### config.mk
export PLATFORM = sky130hd
export DESIGN_NAME = ffdiv_issue
export DESIGN_NICKNAME = d
export VERILOG_FILES = /design/src/rtl/ffdiv_issue.sv
export SDC_FILE = /design/constraint.sdc
export NUM_CORES = 1
export LEC_CHECK = 0
export CAP_MARGIN = 30
export CORE_ASPECT_RATIO = 0.5
export CORE_MARGIN = 2
export CORE_UTILIZATION = 35
export CTS_BUF_LIST = sky130_fd_sc_hd__clkbuf_4 sky130_fd_sc_hd__clkbuf_8
export DETAILED_ROUTE_END_ITERATION = 7
export GPL_TIMING_DRIVEN = 0
export MAX_ROUTING_LAYER = met4
export PLACE_DENSITY_LB_ADDON = 0.05
export SLEW_MARGIN = 0
export SYNTH_ARGS = -nofsm -noshare
export SYNTH_HDL_FRONTEND = slang
export SYNTH_SLANG_ARGS = --single-unit
### constraint.sdc
create_clock -name clk -period 3.9 [get_ports clk]
set_input_delay 0.78 -clock clk [delete_from_list [all_inputs] [get_ports clk]]
set_output_delay 0.78 -clock clk [all_outputs]
set_load 0.01 [all_outputs]
### src/rtl/ffdiv_issue.sv
// Operand issue/collect sequencer for the FP divider core: queues operand pairs,
// issues one at a time, captures the result. Optional watchdog: FFDIV_ISSUE_TIMEOUT_EN.
module ffdiv_issue #(
  parameter int unsigned DEPTH   = 4,
  parameter int unsigned OPW     = 32,
  parameter int unsigned FLW     = 5,
  parameter int unsigned TIMEOUT = 64
) (
  input  logic                       clk,
  input  logic                       rst,
  input  logic                       in_valid,
  output logic                       in_ready,
  input  logic [OPW-1:0]             in_op1,
  input  logic [OPW-1:0]             in_op2,
  output logic                       core_en,
  output logic [OPW-1:0]             core_op1,
  output logic [OPW-1:0]             core_op2,
  input  logic                       core_ready,
  input  logic [OPW-1:0]             core_result,
  input  logic [FLW-1:0]             core_flag,
  input  logic [$clog2(OPW)-1:0]     core_itr,
  output logic                       out_valid,
  input  logic                       out_ready,
  output logic [OPW-1:0]             out_result,
  output logic [FLW-1:0]             out_flag,
  output logic [$clog2(OPW)-1:0]     out_itr,
  output logic [$clog2(DEPTH):0]     occupancy,
  output logic                       busy
);

  localparam int unsigned AW = $clog2(DEPTH);
  localparam int unsigned CW = AW + 1;
  localparam int unsigned IW = $clog2(OPW);

  typedef enum logic [1:0] {S_IDLE, S_ISSUE, S_WAIT, S_OUT} state_t;

  state_t           r_state, w_next;
  logic [OPW-1:0]   r_mem_op1 [DEPTH];
  logic [OPW-1:0]   r_mem_op2 [DEPTH];
  logic [AW-1:0]    r_wr_ptr, r_rd_ptr;
  logic [CW-1:0]    r_count, w_count_next;
  logic             r_in_ready, r_core_en, r_out_valid, r_busy, r_wait_first;
  logic [OPW-1:0]   r_core_op1, r_core_op2, r_out_result;
  logic [FLW-1:0]   r_out_flag;
  logic [IW-1:0]    r_out_itr;
  logic             w_push, w_pop, w_load, w_capture;

`ifdef FFDIV_ISSUE_TIMEOUT_EN
  localparam int unsigned TCW = $clog2(TIMEOUT + 1);
  logic [TCW-1:0]   r_wait_cnt;
  logic             w_timeout;
`endif

  assign w_push       = in_valid & r_in_ready;
  assign w_pop        = (r_state == S_ISSUE);
  assign w_count_next = r_count + CW'(w_push) - CW'(w_pop);

  // Next-state and capture decisions
  always_comb begin
    w_next    = r_state;
    w_load    = 1'b0;
    w_capture = 1'b0;
`ifdef FFDIV_ISSUE_TIMEOUT_EN
    w_timeout = 1'b0;
`endif
    case (r_state)
      S_IDLE: begin
        if ((r_count != '0) && core_ready) begin
          w_next = S_ISSUE;
          w_load = 1'b1;
        end
      end
      S_ISSUE: w_next = S_WAIT;
      S_WAIT: begin
        // core_ready may still be high from before the start in the first WAIT cycle
        if (!r_wait_first && core_ready) begin
          w_next    = S_OUT;
          w_capture = 1'b1;
        end
`ifdef FFDIV_ISSUE_TIMEOUT_EN
        else if (r_wait_cnt == TCW'(TIMEOUT - 1)) begin
          w_next    = S_OUT;
          w_timeout = 1'b1;
        end
`endif
      end
      S_OUT: begin
        if (out_ready) w_next = S_IDLE;
      end
      default: w_next = S_IDLE;
    endcase
  end

  always_ff @(posedge clk) begin
    if (w_push) begin
      r_mem_op1[r_wr_ptr] <= in_op1;
      r_mem_op2[r_wr_ptr] <= in_op2;
    end
  end

  always_ff @(posedge clk or posedge rst) begin
    if (rst) begin
      r_state      <= S_IDLE;
      r_wr_ptr     <= '0;
      r_rd_ptr     <= '0;
      r_count      <= '0;
      r_in_ready   <= 1'b1;
      r_core_en    <= 1'b0;
      r_core_op1   <= '0;
      r_core_op2   <= '0;
      r_wait_first <= 1'b0;
      r_out_valid  <= 1'b0;
      r_out_result <= '0;
      r_out_flag   <= '0;
      r_out_itr    <= '0;
      r_busy       <= 1'b0;
    end else begin
      r_state      <= w_next;
      if (w_push) r_wr_ptr <= r_wr_ptr + AW'(1);
      if (w_pop)  r_rd_ptr <= r_rd_ptr + AW'(1);
      r_count      <= w_count_next;
      r_in_ready   <= (w_count_next != CW'(DEPTH));
      r_core_en    <= (w_next == S_ISSUE);
      if (w_load) begin
        r_core_op1 <= r_mem_op1[r_rd_ptr];
        r_core_op2 <= r_mem_op2[r_rd_ptr];
      end
      r_wait_first <= (r_state == S_ISSUE);
      if (w_capture) begin
        r_out_result <= core_result;
        r_out_flag   <= core_flag;
        r_out_itr    <= core_itr;
      end
`ifdef FFDIV_ISSUE_TIMEOUT_EN
      // Watchdog substitutes a quiet NaN with only the nanf flag set
      if (w_timeout) begin
        r_out_result <= OPW'(32'h7FC0_0000);
        r_out_flag   <= FLW'(1) << (FLW - 1);
        r_out_itr    <= '0;
      end
`endif
      r_out_valid  <= (w_next == S_OUT);
      r_busy       <= (w_next != S_IDLE);
    end
  end

`ifdef FFDIV_ISSUE_TIMEOUT_EN
  always_ff @(posedge clk or posedge rst) begin
    if (rst)                    r_wait_cnt <= '0;
    else if (r_state == S_ISSUE) r_wait_cnt <= '0;
    else if (r_state == S_WAIT)  r_wait_cnt <= r_wait_cnt + TCW'(1);
  end
`endif

  assign in_ready   = r_in_ready;
  assign core_en    = r_core_en;
  assign core_op1   = r_core_op1;
  assign core_op2   = r_core_op2;
  assign out_valid  = r_out_valid;
  assign out_result = r_out_result;
  assign out_flag   = r_out_flag;
  assign out_itr    = r_out_itr;
  assign occupancy  = r_count;
  assign busy       = r_busy;

endmodule
**Word level (Yosys, flattened, before mapping)**

Memories as Yosys holds them, arrays and structs flattened. A register that Yosys moved wholly into a read port is not among the register bits.
Cells that the tools add are included.

- Register bits after elaboration: 56
- RAM bits: 256
- Input port bits: 111
- Output and inout bits: 113
- Logic and storage cells: 41
- Memories: 2

- Add/subtract/negate cells: 4
- Eq/ne operators: 6
- Muxes and demuxes: 10
- Bitwise operators: 1
- Reductions and logical operators: 6

Memory list:

| name | words | bits a word | read ports | clocked after Yosys merged registers in | write ports | RTL line | RTL |
|---|---|---|---|---|---|---|---|
| r_mem_op1 | 4 | 32 | 1 | 1 | 1 | 38 | `logic [OPW-1:0] r_mem_op1 [DEPTH];` |
| r_mem_op2 | 4 | 32 | 1 | 1 | 1 | 39 | `logic [OPW-1:0] r_mem_op2 [DEPTH];` |

Operator list:

| operator | number |
|---|---|
| 2-bit one-hot mux with 4 select lines | 1 |
| 2-bit == test, second input constant | 3 |
| 1-bit 2-to-1 mux | 6 |
| 2-bit 2-to-1 mux | 3 |
| 2-bit by 1-bit adder with 2-bit output, second input constant | 2 |
| 2-bit by 1-bit == test with 1-bit output, second input constant | 2 |
| 3-bit by 1-bit adder with 3-bit output | 1 |
| 3-bit != test, second input constant | 1 |
| 3-bit nonzero test | 1 |
| 3-bit by 1-bit subtractor with 3-bit output | 1 |
| 1-bit logical AND | 2 |
| 2-bit logical NOT | 1 |
| 2-bit nonzero test | 1 |
| 1-bit bitwise AND | 1 |
| 1-bit logical NOT | 1 |

**Logic depth before layout (Yosys ltp)**

Gate-level depths: netlist (run 1).

- Depth after elaboration: 5
- Mapped depth: 8
- Depth with buffers taken out: 7

**Worst setup path after synthesis (run 1)**

Ideal clock, no wire load.

- Kind: input -> register
- Start: in in_valid
- End: mem r_mem_op1[0][0], enable pin
- Library setup time: 429 ps
- Data arrival time: 2335 ps
- Data required time: 3471 ps
- Setup slack: 1136 ps
- Stages: 1
- Path buffers: 0
- Cell sequence: and3_1

- Longest elaborated chain between the ends: 3

RTL lines:

| what | RTL line | RTL |
|---|---|---|
| start, declared | 11 | `input logic in_valid,` |
| 1-bit bitwise AND | 54 | `assign w_push = in_valid & r_in_ready;` |
| 1-bit 2-to-1 mux | 95 | `if (w_push) begin` |
| 1-bit 2-to-1 mux (not written as such) | 96 | `r_mem_op1[r_wr_ptr] <= in_op1;` |
| end, declared | 38 |  |

Every way passes these cells.

**Worst setup path after layout (run 1)**

- Start: reg r_in_ready, in the netlist in_ready
- End: out in_ready

RTL lines:

| what | RTL line | RTL |
|---|---|---|
| start, declared | 42 | `logic r_in_ready, r_core_en, r_out_valid, r_busy, r_wait_first;` |
| start signal, assigned | 122 | `r_in_ready <= (w_count_next != CW'(DEPTH));` |
| end, declared | 12 | `output logic in_ready,` |

No word-level cell between the ends.

==> results of run 1 <==
-- metal layers --
metal,routed length [um],part of all wire
met1,12900,0.43
met2,14900,0.50
met3,1520,0.051
met4,450,0.015
met5,0,0
-- cell families after synthesis --
group / count (synthesis)
adders and majority gates: 6
and+or+nand+nor: 17
buffers and inverters: 33
AOI/OAI and AO/OA: 2
muxes: 171
DFF: 376
xor gates and xnor gates: 6
-- power by group --
| group | switching, uW | internal [uW] | leakage, uW | total, uW |
|---|---|---|---|---|
| Combinational | 1920 | 2580 | 0.00201 | 4500 |
| Sequential | 426 | 5470 | 0.00377 | 5900 |
| Clock | 1490 | 1710 | 0.000599 | 3200 |
-- synth_stat cells --
master / instances / area, um^2
sky130_fd_sc_hd__mux4_2: 64 / 1440
sky130_fd_sc_hd__nor4bb_1: 1 / 10.0
sky130_fd_sc_hd__nor2b_1: 2 / 12.5
sky130_fd_sc_hd__and3_1: 5 / 31.3
sky130_fd_sc_hd__nand2_1: 2 / 7.51
sky130_fd_sc_hd__dfstp_2: 1 / 26.3
sky130_fd_sc_hd__inv_1: 6 / 22.5
sky130_fd_sc_hd__edfxtp_1: 256 / 7690
sky130_fd_sc_hd__buf_4: 3 / 22.5
sky130_fd_sc_hd__ha_1: 5 / 62.6
sky130_fd_sc_hd__nor2_1: 2 / 7.51
sky130_fd_sc_hd__xnor2_1: 5 / 43.8
sky130_fd_sc_hd__or3b_1: 1 / 8.76
sky130_fd_sc_hd__nand3b_1: 1 / 7.51
sky130_fd_sc_hd__buf_6: 5 / 56.3
sky130_fd_sc_hd__clkbuf_1: 4 / 15.0
sky130_fd_sc_hd__mux2_2: 107 / 1200
sky130_fd_sc_hd__nor3b_1: 1 / 7.51
sky130_fd_sc_hd__fa_1: 1 / 20.0
sky130_fd_sc_hd__buf_2: 13 / 65.1
sky130_fd_sc_hd__dfrtp_1: 119 / 2980
sky130_fd_sc_hd__buf_1: 2 / 7.51
sky130_fd_sc_hd__o21ai_0: 1 / 5.00
sky130_fd_sc_hd__o311a_1: 1 / 10.0
sky130_fd_sc_hd__nand2b_1: 1 / 6.26
sky130_fd_sc_hd__and2_1: 1 / 6.26
sky130_fd_sc_hd__xor2_1: 1 / 8.76
-- stage by stage --
stage	std cells	total power (uW)	hold slack, ns	setup TNS, ns
floorplan	611	8430	0.498	0
global placement	1364	10500	0.488	-270.90
detailed placement	1371	10600	0.494	0
CTS	1474	13900	0.509	0
global route	1474	14400	0.517	0
finish	1474	13600	0.504	0
-- registers in the layout (all words and copies together) (netlist names), 3 cells and up --
name / count
r_mem_op1: 128
out_result: 32
occupancy: 3
out_flag: 5
core_op1: 32
core_op2: 32
r_mem_op2: 128
out_itr: 5
-- cell type report --
class / instances / area, um^2
plain buffers: 27 / 166
clock buffers: 88 / 1050
clock inverters: 15 / 60.1
fillers: 3312 / 20900
inverters: 6 / 26.3
multi-input cells: 202 / 2920
flip-flops and latches: 376 / 10700
well taps: 530 / 663
repair buffers: 230 / 2400
-- worst paths after layout --
check,end,slack (ns),cells past startpoint
worst max-delay path,in_ready,1.40,1
worst min-delay path,out_itr[0]$_DFFE_PP0P_,0.50,1
worst max register to register,out_result[24]$_DFFE_PP0P_,1.71,4
worst min register to register,out_itr[0]$_DFFE_PP0P_,0.50,1
max in group asynchronous,in_ready$_DFF_PP1_,2.69,3
min in group asynchronous,out_result[0]$_DFFE_PP0P_,0.58,2
==> flow_summary.ini, run 1 <==
[routing]
drt.antenna.violating_nets = 0
postRouteWirelength_um = 29700
drt_iter0_drc = 273
wire_per_inst_um = 20.2
drt-pass1-iter-count = 4
drc = 0
dr_total_vias = 6785
drt-vias-per-instance = 4.60

[worst_setup_path]
timing.critical_path.buf_inv = 1
path_cells = clkdlybuf4s50_1
critical_path_class = register to output pin
worst_setup_path_start_kind = register
required_ns = 3.12
path_delay_family = flip-flops
worstPathMaxFanout = 6
crit_path_end_kind = output pin
cp-startpoint = in_ready$_DFF_PP1_
timing.critical_path.slowest_cell_delay_ns = 0.58
regToRegStartpoint = r_state[0]$_DFF_PP0_
critPathArrivalTime_ns = 1.72
crit_slowest_cell = sky130_fd_sc_hd__dfstp_2

[synth]
post_synthesis_net_count = 728
post_synth_mux_area_share = 0.192
synthesis.area_um2 = 13800
yosys.area_share.simple = 0.00763
synth_top_family_by_area = multiplexers
yosysWarningCount = 0
synth.ff_latch_count = 376
post_synth_fa_ha_maj_area_fraction = 0.00599
synth_compound_area_frac = 0.00109
synth_seq_area_share = 0.776
postSynthCellCount = 611
synth_xor_area_frac = 0.00381
per_instance_average_area_after_synthesis_um2 = 22.6
yosysUniqueCellTypes = 27

[power_and_ir_drop]
power.density_nw_per_um2 = 756
power.ir.vdd_worst_mv = 0.283
cellLeakagePower_uw = 0.00637

[clock_tree]
clockBufferDepth = 3
worstSkewPairLatency_ns = 0.59
clk_pin_slew_worst_paths_ns = 0.06
clkSinkCount = 376
clock_tree_from_tritoncts = yes
clk_root_buffer_cell = sky130_fd_sc_hd__clkbuf_8
postCtsSetupRepairBufs = 0
cts_buffers = 55
h-tree-depth = 2
cts_hold_buf = 0
cts-resized-gates = 0

[global_route]
global_route_track_usage_on_met1 = 0.183
global_route_track_usage_on_met2 = 0.250
use_met3 = 0.0402
grtUsageTotal = 0.150
wire_length_of_the_first_global_routing_pass_um = 44000
grt_start_max_net_pins = 47
gr-max-usage-layer = met2
gr-total-overflow = 0
first_global_vias = 7268
initial_antenna_violation_count = 0

[timing]
tightestPinTransition_ns = 0.921
finalSetupViolations = 0
finalWorstSetupSlack_ns = 1.40
maxSlewHeadroom = 0.386
grt_setup_unrepaired = false
timing_hold_violations_final = 0
finalClockSkew_ns = 0.0108
min_period_ns = 2.50
layout_worst_path_cycle_share = 0.641
timing_max_transition_violations_final = 0
timing.fmax_mhz = 400

[run]
max-cap-violations = 0

[floorplan]
die-width_um = 285
die_area_um2 = 41100
dieHeight_um = 144
num_rows = 51
io_pins = 224
initial_standard_cell_utilization_of_the_core = 0.355
core_region_area_um2 = 38900

[placed_design]
hpwlAfterDp_um = 17900
place.gp.congestion = 0.733
dp_worst_setup_slack_ns = 0.748
portBuffers = 223
place_area_um2 = 16900

[finish]
nNetsFinal = 1015
layout_commonest_cell = sky130_fd_sc_hd__edfxtp_1
finish.instance_area_um2 = 18000
postLayoutCoreUtil = 0.463
syn_to_final_growth_pct = 30.5
post_route_cells_drive_above_1_share = 0.314
final_cell_mix = sky130_fd_sc_hd__edfxtp_1 (256), sky130_fd_sc_hd__clkdlybuf4s50_1 (223), sky130_fd_sc_hd__dfrtp_1 (119)
num_antenna_cells = 0

[hold_path]
holdCritStartpoint = out_itr[0]$_DFFE_PP0P_
worstHoldPathType = register to register

[run_status]
status = finished clean
(Power assumes the default switching activity.)
==> run 2: changes to the inputs <==
==> constraint.sdc (replaced) <==
create_clock -name clk -period 2 [get_ports clk]
set_input_delay 0.4 -clock clk [delete_from_list [all_inputs] [get_ports clk]]
set_output_delay 0.4 -clock clk [all_outputs]
set_load 0.01 [all_outputs]
==> run 2 against run 1 <==
Effect of this change:
- worst hold slack worse by 0.24 ns
- worst setup slack worse by 1.3 ns
- utilization up 0.13 points
- first-iteration DRC count down 9.5%
- sequential share of layout area decreased by 0.15 points
- sequential power grew 95%
- clock-buffer cell count up 3
- via count fell by 0.65%
- cell area increased by 0.27%
==> flow_summary.ini, run 2 (synthesis results as in run 1) <==
[power_and_ir_drop]
clock_power_frac = 0.234
total_power_uw = 26500
power_report.internal_total_uw = 19100
seqPwrFrac = 0.434
cellLeakagePower_uw = 0.00647
power.ir.vdd_worst_mv = 0.624
share_comb_of_total_power = 0.331
netSwitchingPower_uw = 7400
power.density_nw_per_um2 = 1470
power.share.switching = 0.280

[finish]
nNetsFinal = 1014
num_antenna_cells = 0
reg.largest.list = r_mem_op1 x128, r_mem_op2 x128
syn_to_final_growth_pct = 30.9
area.sequential_um2 = 10700
layout_commonest_cell = sky130_fd_sc_hd__edfxtp_1
final_cell_mix = sky130_fd_sc_hd__edfxtp_1 (256), sky130_fd_sc_hd__clkdlybuf4s50_1 (212), sky130_fd_sc_hd__dfrtp_1 (118)
multi_input_comb_area_um2 = 2950
post_route_cells_drive_above_1_share = 0.327
layout.filler_cells = 3336

[routing]
drt-vias-per-instance = 4.58
drc = 0
drt-pass1-iter-count = 4
drt.antenna.violating_nets = 0
drt_iter0_drc = 247
postRouteWirelength_um = 29300
wire_per_inst_um = 19.9
dr_total_vias = 6741

[worst_setup_path]
crit_slowest_cell = sky130_fd_sc_hd__clkdlybuf4s50_1
critical_path_class = register to output pin
critPathArrivalTime_ns = 1.52
regToRegStartpoint = r_state[0]$_DFF_PP0_
required_ns = 1.60
path_delay_family = buffers and inverters
path_cells = clkdlybuf4s50_1
cp-startpoint = core_op2[0]$_DFFE_PP0P_
timing.critical_path.buf_inv = 1
crit_path_end_kind = output pin
worst_setup_path_start_kind = register
timing.critical_path.slowest_cell_delay_ns = 0.58
worstPathMaxFanout = 2

[timing]
finalSetupViolations = 0
finalClockSkew_ns = 0.0163
maxSlewHeadroom = 0.508
timing.fmax_mhz = 521
finalWorstSetupSlack_ns = 0.0795
layout_worst_path_cycle_share = 0.960
min_period_ns = 1.92
timing_hold_violations_final = 0
timing_max_transition_violations_final = 0
tightestPinTransition_ns = 0.738
grt_setup_unrepaired = false

[clock_tree]
clockBufferDepth = 3
clk_root_buffer_cell = sky130_fd_sc_hd__clkbuf_8
clock_tree_from_tritoncts = yes
cts_buffers = 54
clk_pin_slew_worst_paths_ns = 0.07
clkSinkCount = 376
worstSkewPairLatency_ns = 0.59
postCtsSetupRepairBufs = 0
h-tree-depth = 2

[floorplan]
core_region_area_um2 = 38900
die_area_um2 = 41100
num_rows = 51
die-width_um = 285
dieHeight_um = 144
initial_standard_cell_utilization_of_the_core = 0.355
io_pins = 224

[global_route]
gr-total-overflow = 0
grtUsageTotal = 0.150
wire_length_of_the_first_global_routing_pass_um = 44200
grt_start_max_net_pins = 47
first_global_vias = 7278
initial_antenna_violation_count = 0

[placed_design]
portBuffers = 223
dp_worst_setup_slack_ns = -0.477
place.gp.congestion = 0.718
hpwlAfterDp_um = 18100

[run_status]
status = finished clean

[run]
max-cap-violations = 0

[hold_path]
worstHoldPathType = primary input to asynchronous set/reset pin
==> run 2: cell count changes in the layout (fill, tap and decap cells not counted), sizes merged <==
cell / delta
buf: +1
clkinvlp: +1
clkinv: -7
dlygate4sd2: +5
clkdlybuf4s50: -11
dlymetal6s2s: +6
clkbuf: +2
==> run 2: path summary, 6_finish.rpt <==
kind,to,slack [ns],depth (start not counted)
hold reg to reg,out_result[16]$_DFFE_PP0P_,0.51,1
hold / removal,out_result[20]$_DFFE_PP0P_,0.26,2
max in group asynchronous,core_op2[4]$_DFFE_PP0P_,0.87,4
min in group clk,out_result[9]$_DFFE_PP0P_,0.43,2
setup / recovery,core_op2[0],0.08,1
setup reg to reg,in_ready$_DFF_PP1_,0.12,8
==> run 2: power by group through the flow <==
stage | clock (uW) | combinational, uW | sequential [uW]
after floorplan | 0 | 4300 | 12100
after global placement | 0 | 8830 | 11700
after detailed placement | 0 | 9040 | 11700
after CTS | 6500 | 9050 | 11500
after global routing | 6850 | 9520 | 11700
final | 6210 | 8770 | 11500
==> run 2: metal layers <==
layer  share of wire  global-route usage  vias to the layer above
met2            0.50               0.248                      166
met4           0.014              0.0385                        0
met1            0.44               0.186                     3512
met3           0.050              0.0388                       43
li1                -                   -                     3020
met5               0                   -                        -
==> run 2: cell type report <==
type                    instances  share of cell area
plain buffers                  27             0.00964
clock buffers                  91              0.0597
clock inverters                 9             0.00222
inverters                       6             0.00146
multi-input cells             202               0.164
flip-flops and latches        376               0.593
well taps                     530              0.0368
repair buffers                230               0.134
==> run 2: what timing repair did <==
action,CTS,global route
hold buffers,0,0
resized for setup,13,12
endpoints found under the setup margin,44,13
==> run 2: per-stage QoR <==
step | hold WS (ns) | instance area [um^2] | utilization | std cells | TNS (ns)
final | 0.263 | 18000 | 0.464 | 1471 | 0
after global routing | 0.252 | 18000 | 0.464 | 1471 | 0
after CTS | 0.238 | 18000 | 0.463 | 1471 | 0
after detailed placement | 0.495 | 16900 | 0.434 | 1371 | -64.17
after global placement | 0.488 | 16700 | 0.429 | 1364 | -476.66
after floorplan | 0.498 | 13800 | - | 611 | 0
==> run 3: changes to the inputs <==
--- a/config.mk
+++ b/config.mk
@@ -6,7 +6,7 @@
 export NUM_CORES = 1
 export LEC_CHECK = 0
 export CAP_MARGIN = 30
-export CORE_ASPECT_RATIO = 0.5
+export CORE_ASPECT_RATIO = 0.8
 export CORE_MARGIN = 2
 export CORE_UTILIZATION = 35
 export CTS_BUF_LIST = sky130_fd_sc_hd__clkbuf_4 sky130_fd_sc_hd__clkbuf_8
==> run 3 against run 2 <==
Effect of this change:
- utilization is 0.77 points higher
- combinational power is 0.6% higher
- via count is 2.8% higher
- sequential power hardly changed
- worst hold slack better by 0.055 ns
- fmax is 1.6% lower
- flip-flop and latch count stayed put
- sequential share of layout area is 0.46 points lower
- critical path depth is 3 higher
- largest cell class unchanged
- clock power is 7.6% higher
- routed wire length is 6.5% higher
==> flow_summary.ini, run 3 (synthesis results as in run 1) <==
[power_and_ir_drop]
power.ir.vdd_worst_mv = 0.575
total_power_uw = 27100
power.density_nw_per_um2 = 1490
cellLeakagePower_uw = 0.00661

[finish]
multi_input_comb_area_um2 = 2930
layout.filler_cells = 3242
postLayoutCoreUtil = 0.472
area.sequential_um2 = 10700
layout_commonest_cell = sky130_fd_sc_hd__edfxtp_1
syn_to_final_growth_pct = 31.9
nNetsFinal = 1021
reg.largest.list = r_mem_op1 x128, r_mem_op2 x128
final_cell_mix = sky130_fd_sc_hd__edfxtp_1 (256), sky130_fd_sc_hd__clkdlybuf4s50_1 (201), sky130_fd_sc_hd__dfrtp_1 (119)
post_route_cells_drive_above_1_share = 0.337

[worst_setup_path]
worstPathMaxFanout = 33
path_cells = inv_2, ha_1, and3_4, buf_16
path_delay_family = simple AND/OR/NAND/NOR gates
critPathArrivalTime_ns = 2.23
timing.critical_path.slowest_cell_delay_ns = 0.61
crit_slowest_cell = sky130_fd_sc_hd__and3_4
r2r-end = r_mem_op1[2][18]$_DFFE_PP_
regToRegStartpoint = r_wr_ptr[0]$_DFFE_PP0P_
crit_path_end_kind = register
required_ns = 2.27
critical_path_class = register to register
timing.critical_path.buf_inv = 2
worst-r2r-cell-count = 4
worst_setup_path_start_kind = register
ff2ff_setup_slack_ns = 0.05

[clock_tree]
cts_hold_buf = 0
cts_buffers = 60
clockBufferDepth = 3
worstSkewPairLatency_ns = 0.61
clk_root_buffer_cell = sky130_fd_sc_hd__clkbuf_8
clkSinkCount = 376
clock_tree_from_tritoncts = yes
h-tree-depth = 2
clk_pin_slew_worst_paths_ns = 0.06

[routing]
drt_iter0_drc = 297
drt-pass1-iter-count = 5
drt-vias-per-instance = 4.67
postRouteWirelength_um = 31200
drc = 0
dr_total_vias = 6930
wire_per_inst_um = 21.0
drt.antenna.violating_nets = 0

[timing]
finalClockSkew_ns = 0.0284
tightestPinTransition_ns = 0.869
maxSlewHeadroom = 0.420
timing.fmax_mhz = 512
min_period_ns = 1.95
timing_max_transition_violations_final = 0
grt_setup_unrepaired = true
layout_worst_path_cycle_share = 0.976
timing_hold_violations_final = 0
finalSetupViolations = 0

[floorplan]
dieHeight_um = 181
num_rows = 64
die-width_um = 226
io_pins = 224
initial_standard_cell_utilization_of_the_core = 0.358
die_area_um2 = 41000
core_region_area_um2 = 38500

[run_status]
status = finished clean

[placed_design]
portBuffers = 223
hpwlAfterDp_um = 19600
place.gp.congestion = 0.714

[global_route]
gr-max-usage-layer = met2
wire_length_of_the_first_global_routing_pass_um = 46700
initial_antenna_violation_count = 4
use_met3 = 0.0374
global_route_track_usage_on_met2 = 0.262
grtUsageTotal = 0.158
first_global_vias = 7823
gr-total-overflow = 0
grt_start_max_net_pins = 37
global_route_track_usage_on_met1 = 0.193

[hold_path]
worstHoldPathType = primary input to asynchronous set/reset pin

[run]
max-cap-violations = 0
[run 3: final cells by class]
type | instances | area share
flip-flops and latches | 376 | 0.588
multi-input cells | 202 | 0.161
repair buffers | 231 | 0.134
clock buffers | 103 | 0.0666
well taps | 528 | 0.0364
plain buffers | 27 | 0.00978
clock inverters | 7 | 0.00165
inverters | 6 | 0.00145
diodes | 5 | 0.000689
[run 3: routing by layer]
layer / routed length (um) / vias to the layer above
li1: - / 3039
met1: 13200 / 3673
met2: 15800 / 148
met3: 1490 / 70
met4: 740 / 0
met5: 0 / -
[run 3: how the worst max path moves through the flow]
stage                        startpoint  slack (ns)  cells after the start                         end
2_1_floorplan   r_wr_ptr[0]$_DFFE_PP0P_        0.11                      3   r_mem_op1[2][0]$_DFFE_PP_
3_3_place_gp                        rst       -1.42                      2   out_result[3]$_DFFE_PP0P_
3_5_place_dp                 core_ready       -0.41                      5  out_result[15]$_DFFE_PP0P_
4_1_cts        core_op1[12]$_DFFE_PP0P_       0.002                      1                core_op1[12]
5_1_grt         r_wr_ptr[0]$_DFFE_PP0P_       -0.05                      4  r_mem_op1[2][18]$_DFFE_PP_
6_report        r_wr_ptr[0]$_DFFE_PP0P_        0.05                      4  r_mem_op1[2][18]$_DFFE_PP_
[run 3: power by group]
part           internal (uW)  switching [uW]  total, uW
combinational           4990            3830       8820
sequential             10700             914      11600
clock                   3770            2910       6680
total                  19400            7660      27100
[run 3: what timing repair did]
| item | 4_1_cts | 5_1_grt |
|---|---|---|
| pin swaps | 0 | 1 |
| buffers inserted | 0 | 1 |
| resized for setup | 15 | 23 |
| setup endpoints to repair | 75 | 146 |
[run 3: through the flow]
stage / hold WS, ns / cells / instance area (um^2) / setup TNS (ns) / worst slack, ns
6_report: 0.318 / 1485 / 18200 / 0 / 0.0473
5_1_grt: 0.341 / 1484 / 18200 / -0.874 / -0.0471
4_1_cts: 0.304 / 1479 / 18100 / 0 / 0.00236
3_5_place_dp: 0.496 / 1369 / 16900 / -66.52 / -0.412
3_3_place_gp: 0.490 / 1362 / 16700 / -456.14 / -1.42
2_1_floorplan: 0.498 / 611 / 13800 / 0 / 0.105
